## config.mk

```make
export PLATFORM = sky130hd
export DESIGN_NAME = equation_scheduler
export DESIGN_NICKNAME = d
export VERILOG_FILES = /design/src/rtl/mathrix_pkg.sv /design/src/rtl/round_timer.sv /design/src/rtl/equation_scheduler.sv
export SDC_FILE = /design/constraint.sdc
export NUM_CORES = 1
export LEC_CHECK = 0
export BUFFER_PORTS_ARGS = -buffer_cell sky130_fd_sc_hd__buf_2
export CAP_MARGIN = 20
export CORE_MARGIN = 10
export CORE_UTILIZATION = 45
export CTS_CLUSTER_DIAMETER = 50
export DETAILED_ROUTE_END_ITERATION = 7
export PLACE_DENSITY = 0.75
export SKIP_LAST_GASP = 1
export SYNTH_ARGS = -nofsm -noshare
export SYNTH_HDL_FRONTEND = slang
export SYNTH_SLANG_ARGS = --single-unit
```

## constraint.sdc

```tcl
create_clock -name Clock -period 2.34 [get_ports Clock]
set_input_delay 0.351 -clock Clock [delete_from_list [all_inputs] [get_ports Clock]]
set_output_delay 0.351 -clock Clock [all_outputs]
set_load 0.02 [all_outputs]
```

## src/rtl/mathrix_pkg.sv

```systemverilog
// Shared types and defaults for the equation scheduler and its round timer.
package mathrix_pkg;

    localparam int         NUM_EQ_DEFAULT     = 4;
    localparam logic [6:0] TIME_LIMIT_DEFAULT = 7'd30;

    typedef enum logic [2:0] {
        S_IDLE     = 3'd0,
        S_START    = 3'd1,
        S_WAIT_ANS = 3'd2,
        S_PASS     = 3'd3,
        S_ABORT    = 3'd4,
        S_NEXT     = 3'd5,
        S_DONE     = 3'd6
    } state_t;

endpackage

```

## src/rtl/round_timer.sv

```systemverilog
// Captures the start time of the active equation and flags when its answer
// budget has been used up, tolerating one wrap of the 7-bit time count.
module round_timer
    import mathrix_pkg::*;
#(
    parameter logic [6:0] TIME_LIMIT = TIME_LIMIT_DEFAULT
) (
    input  logic       clk,
    input  logic       rst_n,
    input  logic       latch,
    input  logic [6:0] now,
    output logic       timeout
);

    logic [6:0] start_time_q, start_time_d;
    logic [6:0] elapsed;

    always_comb begin
        start_time_d = start_time_q;
        if (latch) begin
            start_time_d = now;
        end
    end

    always_ff @(posedge clk or negedge rst_n) begin
        if (!rst_n) begin
            start_time_q <= 7'd0;
        end else begin
            start_time_q <= start_time_d;
        end
    end

    // 7-bit subtraction is modulo 128, so a single wrap of `now` is harmless.
    assign elapsed = now - start_time_q;
    assign timeout = (elapsed >= TIME_LIMIT);

endmodule

```

## src/rtl/equation_scheduler.sv

```systemverilog
// Sequences NUM_EQ equation blocks through one game: start each, route Go to
// it, and either count a correct answer or abort it on timeout.
module equation_scheduler
    import mathrix_pkg::*;
#(
    parameter int         NUM_EQ     = NUM_EQ_DEFAULT,
    parameter logic [6:0] TIME_LIMIT = TIME_LIMIT_DEFAULT
) (
    input  logic              Clock,
    input  logic              Resetn,
    input  logic              StartGame,
    input  logic              Go,
    input  logic [6:0]        OngoingTimer,
    input  logic [NUM_EQ-1:0] eq_correct,
    output logic [NUM_EQ-1:0] eq_start,
    output logic [NUM_EQ-1:0] eq_go,
    output logic [NUM_EQ-1:0] eq_abort,
    output logic [2:0]        active_eq,
    output logic [3:0]        score,
    output logic              busy,
    output logic              game_over,
    output state_t            dbg_state
);

    localparam logic [2:0]        LAST_EQ   = 3'(NUM_EQ - 1);
    localparam logic [3:0]        SCORE_MAX = 4'(NUM_EQ);
    localparam logic [NUM_EQ-1:0] ONE       = {{(NUM_EQ-1){1'b0}}, 1'b1};

    state_t            state_q, state_d;
    logic [2:0]        active_q, active_d;
    logic [3:0]        score_q, score_d;
    logic [NUM_EQ-1:0] eq_start_q, eq_start_d;
    logic [NUM_EQ-1:0] eq_abort_q, eq_abort_d;
    logic              game_over_q, game_over_d;
    logic              busy_q, busy_d;

    logic [NUM_EQ-1:0] active_oh;
    logic [NUM_EQ-1:0] next_oh;
    logic              correct_sel;
    logic              timeout;

    assign active_oh   = ONE << active_q;
    assign next_oh     = ONE << active_d;
    assign correct_sel = |(eq_correct & active_oh);

    round_timer #(
        .TIME_LIMIT(TIME_LIMIT)
    ) u_round_timer (
        .clk    (Clock),
        .rst_n  (Resetn),
        .latch  (state_q == S_START),
        .now    (OngoingTimer),
        .timeout(timeout)
    );

    always_comb begin
        state_d  = state_q;
        active_d = active_q;
        score_d  = score_q;
        case (state_q)
            S_IDLE, S_DONE: begin
                if (StartGame) begin
                    state_d  = S_START;
                    active_d = 3'd0;
                    score_d  = 4'd0;
                end
            end
            S_START:    state_d = S_WAIT_ANS;
            S_WAIT_ANS: begin
                // A correct answer beats a timeout landing in the same cycle.
                if (correct_sel) begin
                    state_d = S_PASS;
                end else if (timeout) begin
                    state_d = S_ABORT;
                end
            end
            S_PASS: begin
                if (score_q < SCORE_MAX) begin
                    score_d = score_q + 4'd1;
                end
                state_d = S_NEXT;
            end
            S_ABORT:    state_d = S_NEXT;
            S_NEXT: begin
                if (active_q == LAST_EQ) begin
                    state_d = S_DONE;
                end else begin
                    active_d = active_q + 3'd1;
                    state_d  = S_START;
                end
            end
            default:    state_d = S_IDLE;
        endcase
    end

    // Pulse outputs are decoded from the next state so they are flops that
    // line up exactly with the START / ABORT / DONE cycles.
    always_comb begin
        eq_start_d  = (state_d == S_START) ? next_oh : '0;
        eq_abort_d  = (state_d == S_ABORT) ? active_oh : '0;
        game_over_d = (state_d == S_DONE);
        busy_d      = (state_d != S_IDLE) && (state_d != S_DONE);
    end

    always_ff @(posedge Clock or negedge Resetn) begin
        if (!Resetn) begin
            state_q     <= S_IDLE;
            active_q    <= 3'd0;
            score_q     <= 4'd0;
            eq_start_q  <= '0;
            eq_abort_q  <= '0;
            game_over_q <= 1'b0;
            busy_q      <= 1'b0;
        end else begin
            state_q     <= state_d;
            active_q    <= active_d;
            score_q     <= score_d;
            eq_start_q  <= eq_start_d;
            eq_abort_q  <= eq_abort_d;
            game_over_q <= game_over_d;
            busy_q      <= busy_d;
        end
    end

    assign eq_go     = (state_q == S_WAIT_ANS && Go) ? active_oh : '0;
    assign eq_start  = eq_start_q;
    assign eq_abort  = eq_abort_q;
    assign active_eq = active_q;
    assign score     = score_q;
    assign busy      = busy_q;
    assign game_over = game_over_q;
    assign dbg_state = state_q;

endmodule

```

==> impl_metrics.yaml <==
clock_tree:
  clk_path_buf_depth: 2
  cts_max_level: 1
  root_buffer: "clkbuf_4"
  cts_setup_buffers: 0
  clock_sinks: 27
  clk_pin_slew_ns: 0.16
  cts_buffers: 3
  clock_latency_ns: 0.34
  cts_tree: "done"
timing:
  min_period_ns: 2.18
  setup_viol: 0
  whs_ns: -0.0107
  hold_viol_final: 16
  fin_ws_ns: 0.155
  fmax_mhz: 458
  drv_slew: 0
  rsz0062_at_grt: "yes"
  layout_worst_path_cycle_share: 0.934
  finClkSkew_ns: 0.0206
  timing.slew.headroom: 0.600
  worstMarginPinSlew_ns: 0.600
detailed_routing:
  ant_nets: 0
  num_vias: 1328
  wl_um: 3500
  dr.pass1.iters: 4
  wirelength_met1_um: 1550
  wl_met3_um: 180
  first_iter_violations: 37
  vias_per_cell: 5.25
  top_layer: "met4"
  drc_errors: 0
  wl_per_cell_um: 13.8
  wl_met2_um: 1750
global_routing:
  grt_max_degree: 28
  grt_pass1_wl_um: 5800
  grt_pass1_vias: 1255
  antenna_found_initial: 0
  grt-ovfl-total: 0
  grt_usage: 0.110
yosys:
  synth_fa_ha_area_frac: 0.100
  synth_top_family_by_area: "simple AND/OR/NAND/NOR gates"
  avgSynthCellArea_sq_um: 9.50
  synthMostInstantiatedCell: "dfrtp_1"
  synth_edf_count: 0
  ys_seq_area_frac: 0.429
  synth.area.mux_share: 0.0206
  ys_seq_elements: 27
  syn_nets: 193
  yosys-top-cells-area: "dfrtp_1 43%, ha_1 8.7%, nand2_1 4.5%"
  synth_top_area_cell: "dfrtp_1"
  synthDominantCellAreaShare: 0.429
  synth_compound_area_frac: 0.148
  async_reset_ff_frac: 1.00
  synth_ff_type: "dfrtp_1"
  synth_simple_gate_area_frac: 0.240
  synth_cells: 166
  yosysWarnings: 0
  synth_commonest_cells: "27 x dfrtp_1, 19 x nand2_1, 12 x nor2_1"
  synth_xor_area_frac: 0.0222
  synth_area_sq_um: 1580
  synthDistinctLibCells: 47
worst_setup_path:
  critPathKind: "flop to flop"
  critical-path-top-delay-family: "compound AO/OA/AOI/OAI gates"
  cp-end-kind: "flop"
  crit_chain: "ha_1 -> fa_1 -> nand2b_1 -> a21oi_2 -> nor3_1 -> a311o_1 -> o21ai_4 -> nand3b_1"
  slowest_delay_ns: 0.40
  critPathArrivalTime_ns: 2.42
  crit_slowest_cell: "dfrtp_1"
  critPathMaxFanout: 5
  crit_buf_inv: 0
  startpoint_type: "flop"
  cp.required_ns: 2.58
placement:
  place_inst: 249
  place_ws_ns: -0.00116
  dp_hpwl_um: 2720
  gp_congestion: 0.850
  port-buffer-count: 38
status:
  violations: "hold timing"
  status: "complete, but fails checks"
final_layout:
  fin_cells: 253
  nNetsFinal: 235
  drive_gt1_frac: 0.285
  diodes: 0
  fill_cells: 330
  area_growth_pct: 18.4
die:
  die_width_um: 79.2
  ios: 39
  die_area_sq_um: 6270
  rows: 21
  core_area_sq_um: 3360
  initial_core_util: 0.469
  die_h_um: 79.2
pwr:
  p_leak_nw: 0.943
  power_mw: 2.21
  powerDensity_nw_per_um2: 1180
  vdd_drop_max_v: 0.000712
worst_hold_path:
  hold_path_class: "input pin to asynchronous set/reset pin"
job:
  maxCapViolations: 0
## flip-flops by register name, indices dropped and copies added (netlist names)
register and flops:
game_over 1, eq_start 4, eq_abort 4, dbg_state 3, score 4, u_round_timer.start_time_q 7, active_eq 3, busy 1
## final cells by class
| cell class | instances | area (sq um) | area share |
|---|---|---|---|
| clock inverters | 1 | 7.51 | 0.00402 |
| repair buffers | 42 | 220 | 0.118 |
| clock buffers | 3 | 22.5 | 0.0121 |
| multi-input cells | 124 | 845 | 0.452 |
| flip-flops and latches | 27 | 677 | 0.363 |
| inverters | 10 | 37.5 | 0.0201 |
| well taps | 46 | 57.6 | 0.0308 |
## per-stage QoR
step / util / setup TNS, ns / area [sq um]
after global placement: 0.544 / 0 / 1830
after floorplan: - / 0 / 1580
after CTS: 0.552 / 0 / 1860
after detailed placement: 0.544 / -0.00116 / 1830
final: 0.555 / 0 / 1870
after global routing: 0.555 / -0.00551 / 1870
## routing by layer
layer	global-route usage	vias to the layer above
met2	0.187	24
met5	0	-
li1	-	655
met3	0.0394	2
met1	0.132	647
met4	0.0215	0
## power breakdown
group          switching (mW)  internal (mW)  total (mW)
clock network           0.145         0.0654       0.210
logic                   0.730          0.525        1.25
registers               0.130          0.611       0.741
total                    1.00           1.20        2.21
## repair_timing
| item | 4_1_cts | 5_1_grt |
|---|---|---|
| gates resized for setup | 0 | 2 |
| hold buffers | 0 | 0 |
| setup endpoints to repair | 0 | 3 |
## placed cells by master, fill, tap and decap left out, drive strengths merged, types with 2 or more instances in the layout
cell,Yosys,routed
and3,3,3
xor2,2,2
nor3,5,5
and3b,2,2
nand3,4,4
and2,9,9
a21oi,9,9
nand3b,2,2
xnor2,2,2
nor2,13,13
nor2b,4,4
o21ai,12,12
buf,4,42
mux2,2,2
nand2b,4,4
nand2,19,19
ha,11,11
inv,10,10
clkbuf,1,3
a22oi,3,3
dfrtp,27,27
## path summary, 6_finish.rpt
| path | start | end | slack, ns | cells past startpoint |
|---|---|---|---|---|
| worst min register to register | score[3]$_DFFE_PN0P_ | score[3]$_DFFE_PN0P_ | 0.53 | 1 |
| worst min-delay path | Resetn | score[3]$_DFFE_PN0P_ | -0.01 | 1 |
| worst max-delay path | u_round_timer.start_time_q[0]$_DFFE_PN0P_ | dbg_state[2]$_DFF_PN0_ | 0.16 | 8 |
| min in group Clock | OngoingTimer[4] | u_round_timer.start_time_q[4]$_DFFE_PN0P_ | 0.22 | 3 |
| worst max register to register | u_round_timer.start_time_q[0]$_DFFE_PN0P_ | dbg_state[2]$_DFF_PN0_ | 0.16 | 8 |
| max in group asynchronous | Resetn | dbg_state[2]$_DFF_PN0_ | 1.93 | 1 |
## cells by family (layout without fill, tap and decap cells)
group,Yosys count,in the layout
flops,27,27
xor+xnor,4,4
mux,3,3
fa+ha+maj,12,12
buf+inv,15,56
compound gates,35,35
simple gates,70,70
Note: power is estimated with default switching activity, not from simulation.
